$ cat src/rtl/msu_sd_arbiter_if.sv
// Bus bundle for msu_sd_arbiter: audio/data requester handshakes plus the shared SD host port.
// The arbiter uses the slave modport; requesters and host together use master.
interface msu_sd_arbiter_if;
    logic        aud_rd;
    logic [20:0] aud_lba;
    logic        aud_urgent;
    logic        aud_ack;
    logic        aud_buff_wr;
    logic        aud_done;
    logic        dat_rd;
    logic [20:0] dat_lba;
    logic        dat_ack;
    logic        dat_buff_wr;
    logic        dat_done;
    logic [20:0] sd_lba;
    logic        sd_rd;
    logic        sd_ack;
    logic        sd_buff_wr;
    logic        owner;
    logic        busy;
    logic        short_err;
    logic        timeout_err;

    modport slave (
        input  aud_rd, aud_lba, aud_urgent, dat_rd, dat_lba, sd_ack, sd_buff_wr,
        output aud_ack, aud_buff_wr, aud_done, dat_ack, dat_buff_wr, dat_done,
               sd_lba, sd_rd, owner, busy, short_err, timeout_err
    );

    modport master (
        output aud_rd, aud_lba, aud_urgent, dat_rd, dat_lba, sd_ack, sd_buff_wr,
        input  aud_ack, aud_buff_wr, aud_done, dat_ack, dat_buff_wr, dat_done,
               sd_lba, sd_rd, owner, busy, short_err, timeout_err
    );
endinterface

$ cat src/rtl/msu_sd_arbiter.sv
// Two-requester (audio/data) arbiter for a single SD sector-read host port.
// Define MSU_SD_ARB_TIMEOUT_EN to abort requests the host never acknowledges.
module msu_sd_arbiter #(
    parameter int SECTOR_WORDS   = 256,
    parameter int TIMEOUT_CYCLES = 65535
) (
    input  logic                  clk,
    input  logic                  reset,
    msu_sd_arbiter_if.slave       bus
);
    typedef enum logic [1:0] {IDLE, REQ, XFER, DONE} state_t;

    localparam logic [8:0] WORD_MAX  = 9'd256;
    localparam logic [8:0] WORD_GOAL = 9'(SECTOR_WORDS);

    if (SECTOR_WORDS < 1 || SECTOR_WORDS > 256 || TIMEOUT_CYCLES < 1 || TIMEOUT_CYCLES > 65535) begin : g_bad_param
        $error("msu_sd_arbiter: parameter out of range");
    end

    state_t      state_reg;
    logic [20:0] sd_lba_reg;
    logic        sd_rd_reg;
    logic        owner_reg;
    logic        busy_reg;
    logic        last_grant_reg;
    logic        aud_ack_reg;
    logic        dat_ack_reg;
    logic        aud_done_reg;
    logic        dat_done_reg;
    logic        short_err_reg;
    logic [8:0]  word_count_reg;
    logic        grant_aud;
    logic        strobe;

`ifdef MSU_SD_ARB_TIMEOUT_EN
    localparam logic [15:0] TIMEOUT_LAST = 16'(TIMEOUT_CYCLES - 1);
    logic [15:0] timeout_cnt_reg;
    logic        timeout_err_reg;
    assign bus.timeout_err = timeout_err_reg;
`else
    assign bus.timeout_err = 1'b0;
`endif

    // last_grant_reg = 1 means data won last, so audio takes the next tie.
    always_comb begin
        grant_aud = 1'b0;
        if (bus.aud_rd && bus.aud_urgent)
            grant_aud = 1'b1;
        else if (bus.aud_rd && !bus.dat_rd)
            grant_aud = 1'b1;
        else if (bus.aud_rd && bus.dat_rd)
            grant_aud = last_grant_reg;
    end

    assign strobe = (state_reg == XFER) && bus.sd_ack && bus.sd_buff_wr;

    always_ff @(posedge clk) begin
        if (reset) begin
            state_reg      <= IDLE;
            sd_lba_reg     <= '0;
            sd_rd_reg      <= 1'b0;
            owner_reg      <= 1'b0;
            busy_reg       <= 1'b0;
            last_grant_reg <= 1'b1;
            aud_ack_reg    <= 1'b0;
            dat_ack_reg    <= 1'b0;
            aud_done_reg   <= 1'b0;
            dat_done_reg   <= 1'b0;
            short_err_reg  <= 1'b0;
            word_count_reg <= '0;
`ifdef MSU_SD_ARB_TIMEOUT_EN
            timeout_cnt_reg <= '0;
            timeout_err_reg <= 1'b0;
`endif
        end else begin
            aud_ack_reg   <= 1'b0;
            dat_ack_reg   <= 1'b0;
            aud_done_reg  <= 1'b0;
            dat_done_reg  <= 1'b0;
            short_err_reg <= 1'b0;
`ifdef MSU_SD_ARB_TIMEOUT_EN
            timeout_err_reg <= 1'b0;
`endif
            case (state_reg)
                IDLE: begin
                    if (bus.aud_rd || bus.dat_rd) begin
                        sd_lba_reg     <= grant_aud ? bus.aud_lba : bus.dat_lba;
                        owner_reg      <= !grant_aud;
                        last_grant_reg <= !grant_aud;
                        word_count_reg <= '0;
                        sd_rd_reg      <= 1'b1;
                        busy_reg       <= 1'b1;
                        state_reg      <= REQ;
`ifdef MSU_SD_ARB_TIMEOUT_EN
                        timeout_cnt_reg <= '0;
`endif
                    end
                end
                REQ: begin
                    if (bus.sd_ack) begin
                        sd_rd_reg   <= 1'b0;
                        aud_ack_reg <= !owner_reg;
                        dat_ack_reg <= owner_reg;
                        state_reg   <= XFER;
                    end
`ifdef MSU_SD_ARB_TIMEOUT_EN
                    else if (timeout_cnt_reg == TIMEOUT_LAST) begin
                        sd_rd_reg       <= 1'b0;
                        busy_reg        <= 1'b0;
                        timeout_err_reg <= 1'b1;
                        state_reg       <= IDLE;
                    end else begin
                        timeout_cnt_reg <= timeout_cnt_reg + 16'd1;
                    end
`endif
                end
                XFER: begin
                    // Host dropping ack ends the sector; the count is final here.
                    if (!bus.sd_ack) begin
                        aud_done_reg  <= !owner_reg;
                        dat_done_reg  <= owner_reg;
                        short_err_reg <= (word_count_reg != WORD_GOAL);
                        state_reg     <= DONE;
                    end else if (bus.sd_buff_wr && word_count_reg != WORD_MAX) begin
                        word_count_reg <= word_count_reg + 9'd1;
                    end
                end
                DONE: begin
                    busy_reg  <= 1'b0;
                    state_reg <= IDLE;
                end
                default: state_reg <= IDLE;
            endcase
        end
    end

    assign bus.sd_lba      = sd_lba_reg;
    assign bus.sd_rd       = sd_rd_reg;
    assign bus.owner       = owner_reg;
    assign bus.busy        = busy_reg;
    assign bus.aud_ack     = aud_ack_reg;
    assign bus.dat_ack     = dat_ack_reg;
    assign bus.aud_done    = aud_done_reg;
    assign bus.dat_done    = dat_done_reg;
    assign bus.short_err   = short_err_reg;
    assign bus.aud_buff_wr = strobe && !owner_reg;
    assign bus.dat_buff_wr = strobe && owner_reg;
endmodule
$ cat src/flat_wrapper.sv
// flat-port wrapper written by rule: the top's interface ports become plain ports
module msu_sd_arbiter_flat 
#(
    parameter int SECTOR_WORDS   = 256,
    parameter int TIMEOUT_CYCLES = 65535
)
  (clk, reset, bus_aud_rd, bus_aud_lba, bus_aud_urgent, bus_dat_rd, bus_dat_lba, bus_sd_ack, bus_sd_buff_wr, bus_aud_ack, bus_aud_buff_wr, bus_aud_done, bus_dat_ack, bus_dat_buff_wr, bus_dat_done, bus_sd_lba, bus_sd_rd, bus_owner, bus_busy, bus_short_err, bus_timeout_err);
  msu_sd_arbiter_if bus_i ();
  input  logic clk;
  input  logic reset;
  input wire logic [$bits(bus_i.aud_rd)-1:0] bus_aud_rd;
  input wire logic [$bits(bus_i.aud_lba)-1:0] bus_aud_lba;
  input wire logic [$bits(bus_i.aud_urgent)-1:0] bus_aud_urgent;
  input wire logic [$bits(bus_i.dat_rd)-1:0] bus_dat_rd;
  input wire logic [$bits(bus_i.dat_lba)-1:0] bus_dat_lba;
  input wire logic [$bits(bus_i.sd_ack)-1:0] bus_sd_ack;
  input wire logic [$bits(bus_i.sd_buff_wr)-1:0] bus_sd_buff_wr;
  output wire logic [$bits(bus_i.aud_ack)-1:0] bus_aud_ack;
  output wire logic [$bits(bus_i.aud_buff_wr)-1:0] bus_aud_buff_wr;
  output wire logic [$bits(bus_i.aud_done)-1:0] bus_aud_done;
  output wire logic [$bits(bus_i.dat_ack)-1:0] bus_dat_ack;
  output wire logic [$bits(bus_i.dat_buff_wr)-1:0] bus_dat_buff_wr;
  output wire logic [$bits(bus_i.dat_done)-1:0] bus_dat_done;
  output wire logic [$bits(bus_i.sd_lba)-1:0] bus_sd_lba;
  output wire logic [$bits(bus_i.sd_rd)-1:0] bus_sd_rd;
  output wire logic [$bits(bus_i.owner)-1:0] bus_owner;
  output wire logic [$bits(bus_i.busy)-1:0] bus_busy;
  output wire logic [$bits(bus_i.short_err)-1:0] bus_short_err;
  output wire logic [$bits(bus_i.timeout_err)-1:0] bus_timeout_err;
  assign bus_i.aud_rd = bus_aud_rd;
  assign bus_i.aud_lba = bus_aud_lba;
  assign bus_i.aud_urgent = bus_aud_urgent;
  assign bus_i.dat_rd = bus_dat_rd;
  assign bus_i.dat_lba = bus_dat_lba;
  assign bus_i.sd_ack = bus_sd_ack;
  assign bus_i.sd_buff_wr = bus_sd_buff_wr;
  assign bus_aud_ack = bus_i.aud_ack;
  assign bus_aud_buff_wr = bus_i.aud_buff_wr;
  assign bus_aud_done = bus_i.aud_done;
  assign bus_dat_ack = bus_i.dat_ack;
  assign bus_dat_buff_wr = bus_i.dat_buff_wr;
  assign bus_dat_done = bus_i.dat_done;
  assign bus_sd_lba = bus_i.sd_lba;
  assign bus_sd_rd = bus_i.sd_rd;
  assign bus_owner = bus_i.owner;
  assign bus_busy = bus_i.busy;
  assign bus_short_err = bus_i.short_err;
  assign bus_timeout_err = bus_i.timeout_err;
  msu_sd_arbiter #(.SECTOR_WORDS(SECTOR_WORDS), .TIMEOUT_CYCLES(TIMEOUT_CYCLES)) u_core (.clk(clk), .reset(reset), .bus(bus_i));
endmodule
$ cat config.mk
export PLATFORM = sky130hd
export DESIGN_NAME = msu_sd_arbiter_flat
export DESIGN_NICKNAME = d
export VERILOG_FILES = /design/src/rtl/msu_sd_arbiter_if.sv /design/src/rtl/msu_sd_arbiter.sv /design/src/flat_wrapper.sv
export SDC_FILE = /design/constraint.sdc
export NUM_CORES = 1
export LEC_CHECK = 0
export CAP_MARGIN = 30
export CORE_MARGIN = 4
export CORE_UTILIZATION = 46
export CTS_CLUSTER_DIAMETER = 40
export CTS_CLUSTER_SIZE = 10
export DETAILED_ROUTE_END_ITERATION = 10
export PLACE_DENSITY = 0.85
export SLEW_MARGIN = 20
export SYNTH_ARGS = -nofsm -noshare
export SYNTH_HDL_FRONTEND = slang
export SYNTH_SLANG_ARGS = --single-unit
$ cat constraint.sdc
create_clock -name clk -period 4.1 [get_ports clk]
set_clock_uncertainty 0.05 [all_clocks]
set_input_delay 0.82 -clock clk [delete_from_list [all_inputs] [get_ports clk]]
set_output_delay 0.82 -clock clk [all_outputs]
set_load 0.005 [all_outputs]
# [After elaboration in Yosys (flattened, before gate mapping)]
# Cells that the tools add are included.
[word_totals] regBits=41
[classes] addsub=1 eq_ne=9 n_mux=16 n_bitwise=3 n_reduce_logical=23
[op_table] operator="$mux 9" count=3
[op_table] operator="$mux 21" count=1
[op_table] operator="$pmux 9 s2" count=1
[op_table] operator="$add 9x1->9 const B" count=1
[op_table] operator="$ne 9x9->1 const B" count=1
[op_table] operator="$logic_and 1x1->1" count=8
[op_table] operator="$ne 2x2->1 const B" count=4
[op_table] operator="$pmux 2 s4" count=1
[op_table] operator="$mux 2" count=3
[op_table] operator="$reduce_and 3->1" count=2
[op_table] operator="$reduce_bool 2->1" count=3
[op_table] operator="$reduce_or 3->1" count=2
[op_table] operator="$mux 1" count=5
[op_table] operator="$eq 2x2->1 const B" count=2
[op_table] operator="$pmux 1 s2" count=2
[op_table] operator="$reduce_and 2->1" count=2
[op_table] operator="$reduce_and 4->1" count=1
[op_table] operator="$logic_not 1->1" count=3
[op_table] operator="$not 1->1" count=3
[op_table] operator="$eq 2x1->1 const B" count=1
[op_table] operator="$logic_not 2->1" count=1
[op_table] operator="$ne 2x1->1 const B" count=1
[op_table] operator="$logic_or 1x1->1" count=1

# [Longest topological paths before layout]
[depth] word_depth=5 mapped_depth=7

# [Worst setup path before layout]
# Ideal clock, no wire load.
[synth_timing] path_type="register to output" startpoint="register u_core.state_reg[0]" endpoint="output port bus_aud_buff_wr" arrival_ns=1.177 slack_ns=2.053 path_stages_with_launch=6 path_buffers=1 cell_sequence="dfxtp_1 inv_1 ha_1 clkbuf_1 nand3_1 nor2_1"
[synth_between] elab_chain_len=4
[synth_rtl] element="start, declared" line="msu_sd_arbiter.sv:20" rtl="state_t state_reg;"
[synth_rtl] element="start signal, assigned" line="msu_sd_arbiter.sv:59" rtl="state_reg <= IDLE;"
[synth_rtl] element="start signal, assigned" line="msu_sd_arbiter.sv:93" rtl="state_reg <= REQ;"
[synth_rtl] element="start signal, assigned" line="msu_sd_arbiter.sv:104" rtl="state_reg <= XFER;"
[synth_rtl] element="$eq 2x2->1" line="msu_sd_arbiter.sv:55" rtl="assign strobe = (state_reg == XFER) && bus.sd_ack && bus.sd_buff_wr;"
[synth_rtl] element="$logic_and 1x1->1 (2 in series)" line="msu_sd_arbiter.sv:55"
[synth_rtl] element="$logic_and 1x1->1" line="msu_sd_arbiter.sv:146" rtl="assign bus.aud_buff_wr = strobe && !owner_reg;"
[synth_rtl] element="end, declared" line="flat_wrapper.sv:19" rtl="output wire logic [$bits(bus_i.aud_buff_wr)-1:0] bus_aud_buff_wr;"
# Every way passes these cells.

# [Final worst setup path]
[layout_timing] startpoint="input port bus_sd_buff_wr" endpoint="output port bus_aud_buff_wr"
[layout_between] elab_chain_len=2
[layout_rtl] element="start, declared" line="flat_wrapper.sv:17" rtl="input wire logic [$bits(bus_i.sd_buff_wr)-1:0] bus_sd_buff_wr;"
[layout_rtl] element="$logic_and 1x1->1" line="msu_sd_arbiter.sv:55"
[layout_rtl] element="$logic_and 1x1->1" line="msu_sd_arbiter.sv:146"
# Every way passes these cells.

==> run metrics <==
layout cell share with drive strength beyond 1 7.46%; Synth Register Bits 41; relative slew slack 49.7%; H-tree Lvls 2; max-cap viol count 0; Multi-input gate area 1050 sq um; DRC 0; CTS sink count 41; Tcrit/Tclk final 73.9%; Critical Path Start Type input port; Pint 960 uW; Worst EP arrival 2.16 ns; drt via density 5.40; clock tree buffer depth 2; RSZ-0062 raised after global routing false; PwrDens 518 nW/um^2; number of cells on the worst reg-to-reg path 6; I/O pin cnt 81; port bufs 79; Post-Syn Instances 218; leak pwr 1.12 nW; Hold Crit Class reg2reg; status complete, no violations; root buffer cell clkbuf_8; Reg clk slew, reported paths 0.08 ns; Hold Crit Endpoint u_core.bus.sd_rd; Synth cell types just over 40; NetSw 528 uW; area growth from synthesis to layout 45.5%; Post-synth EDFFs 0; final antenna-violating net count 0; worst r2r src u_core.state_reg[0]; Final Max Tran Viols 0; worst hold path stage count 2; number of global-route vias before repair 1802; Seq pwr share 38.2%; Sw Share 35.5%; gpl congestion 0.791; async set-reset flop share out of synthesis 0%; Largest register FFs 21; minimum clock period about 3.0 ns; fin nets 350; Seq/Total Area, Yosys 41.6%; largest net degree at the start of global routing 44; post-synth net total 274; Filler cells roughly 320; final hold violation count 0; Clock Power Share 18.1%; Synth Warn # 0; Worst EP required between 3 and 4 ns; overflow left after global routing 0; Achievable Freq between 300 and 400 MHz; Total GRT Usage 18.9%; Setup crit end kind output pin; chip height 73.5 um; Detail Placement HPWL about 3600 um; Num CTS Buffers 5; initial antenna violation count 0; clock tree from TritonCTS yes; die area 5400 sq um; ant diodes 0; Peak VDD IR 0.263 mV; WL/cell 14.1 um; Worst-Skew Late Latency 0.29 ns; CORE AREA 4090 sq um; DIE WIDTH 73.5 um; Worst Tran Pin Value 0.753 ns; Gate power share 43.7%; Power, Total 1.49 mW; number of buffers added for setup after CTS 0; syn avg cell area approximately 9.1 sq um; Initial Utilization 48.3%; register area 821 sq um; row count 23; ys flop type dfxtp_1; post-cts sizing count 0; reg2reg setup slack 2.07 ns; final setup violation count 0; synthesized area 1970 sq um; crit-path max FO 6; DRT Pass-1 Iters 4; Detailed Route WL roughly 4900 um; worst reg2reg path endpoint u_core.word_count_reg[6]; Post-CTS Hold Fix Bufs 0; Hold Crit Start u_core.bus.sd_rd; kind of critical path in2out; Initial DRC Count 66; setup_tns 0 ns; Via Count about 1900; first-pass GRT wire length 8070 um
==> how the worst max path moves through the flow <==
stage	cells past startpoint	startpoint	end
3_3_place_gp	4	bus_sd_buff_wr	bus_dat_buff_wr
4_1_cts	4	bus_sd_buff_wr	bus_aud_buff_wr
5_1_grt	4	bus_sd_buff_wr	bus_dat_buff_wr
2_1_floorplan	5	u_core.state_reg[0]	bus_aud_buff_wr
6_report	4	bus_sd_buff_wr	bus_aud_buff_wr
3_5_place_dp	4	bus_sd_buff_wr	bus_aud_buff_wr
==> metrics by stage <==
stage          cells  instance area [sq um]  util (%)  hold slack, ns  worst slack [ns]
2_1_floorplan    218                   1970         -           0.412              2.05
3_3_place_gp     337                   2780      68.1           0.426              1.10
3_5_place_dp     337                   2780      68.1           0.418              1.06
4_1_cts          345                   2870      70.3           0.433              1.06
5_1_grt          345                   2870      70.3           0.477             0.955
6_report         345                   2870      70.3           0.430              1.07
==> cell usage in the layout, fill, tap and decap left out, drive strengths merged, types with 3 or more instances in the layout <==
master         synthesis  routed
ha                     7       7
clkbuf                 8       5
clkdlybuf4s50          0      79
inv                   10      11
nand2                 14      14
mux2i                 22      22
nand3                  4       4
o21ai                 29      29
nor2                   9       9
buf                    5       3
o31ai                  4       4
nor3                   8       8
nor4                   3       3
dfxtp                 41      41
a21oi                 27      27
==> final cells by class <==
type / instances / area share [%]
Clock inverter: 3 / 0.741
Tap cell: 50 / 2.18
Clock buffer: 5 / 2.40
Multi-Input combinational cell: 154 / 36.5
Timing Repair Buffer: 82 / 28.3
Inverter: 10 / 1.31
Sequential cell: 41 / 28.6
==> synthesized netlist by cell type, types with 3 or more instances <==
master     n  area (sq um)
ha_1       7          87.6
o31ai_1    3          22.5
buf_4      5          37.5
mux2i_1   22           220
o21ai_0   25           125
a21oi_1   26           130
dfxtp_1   41           821
nor2_1     9          33.8
nand2_1   14          52.6
nor3_1     8          40.0
nor4_1     3          18.8
o21ai_1    3          15.0
clkbuf_1   8          30.0
nand3_1    4          20.0
inv_1     10          37.5
==> power by group through the flow <==
stage / Combinational, mW / Clock (mW) / Sequential [mW]
finish: 0.651 / 0.269 / 0.569
global route: 0.723 / 0.289 / 0.582
global placement: 0.637 / 0 / 0.571
detailed placement: 0.650 / 0 / 0.575
floorplan: 0.324 / 0 / 0.579
CTS: 0.657 / 0.274 / 0.569
==> logic make-up (layout without fill, tap and decap cells) <==
logic type               after synthesis  in the layout  synth area share, %
AO/OA/AOI/OAI                         74             74                 23.7
adder cells (fa/ha/maj)                7              7                 4.44
buffers and inverters                 23            100                 5.33
flip-flops                            41             41                 41.6
multiplexers                          22             22                 11.2
other                                  1              1                0.190
AND/OR/NAND/NOR                       50             50                 13.6
==> layer usage <==
layer | vias to the layer above | part of all wire, % | GRT usage (%)
met2 | 68 | 47 | 31.1
met5 | - | 0 | 0
met4 | 0 | 1.3 | 6.64
li1 | 945 | - | -
met1 | 843 | 41 | 21.7
met3 | 6 | 11 | 8.48
==> worst max-delay path: stages <==
cell and delay [ns]:
clkdlybuf4s50_1 0.59, nand3_1 0.13, nor2_1 0.12, clkdlybuf4s50_1 0.50
Note: power is estimated with default switching activity, not from simulation.
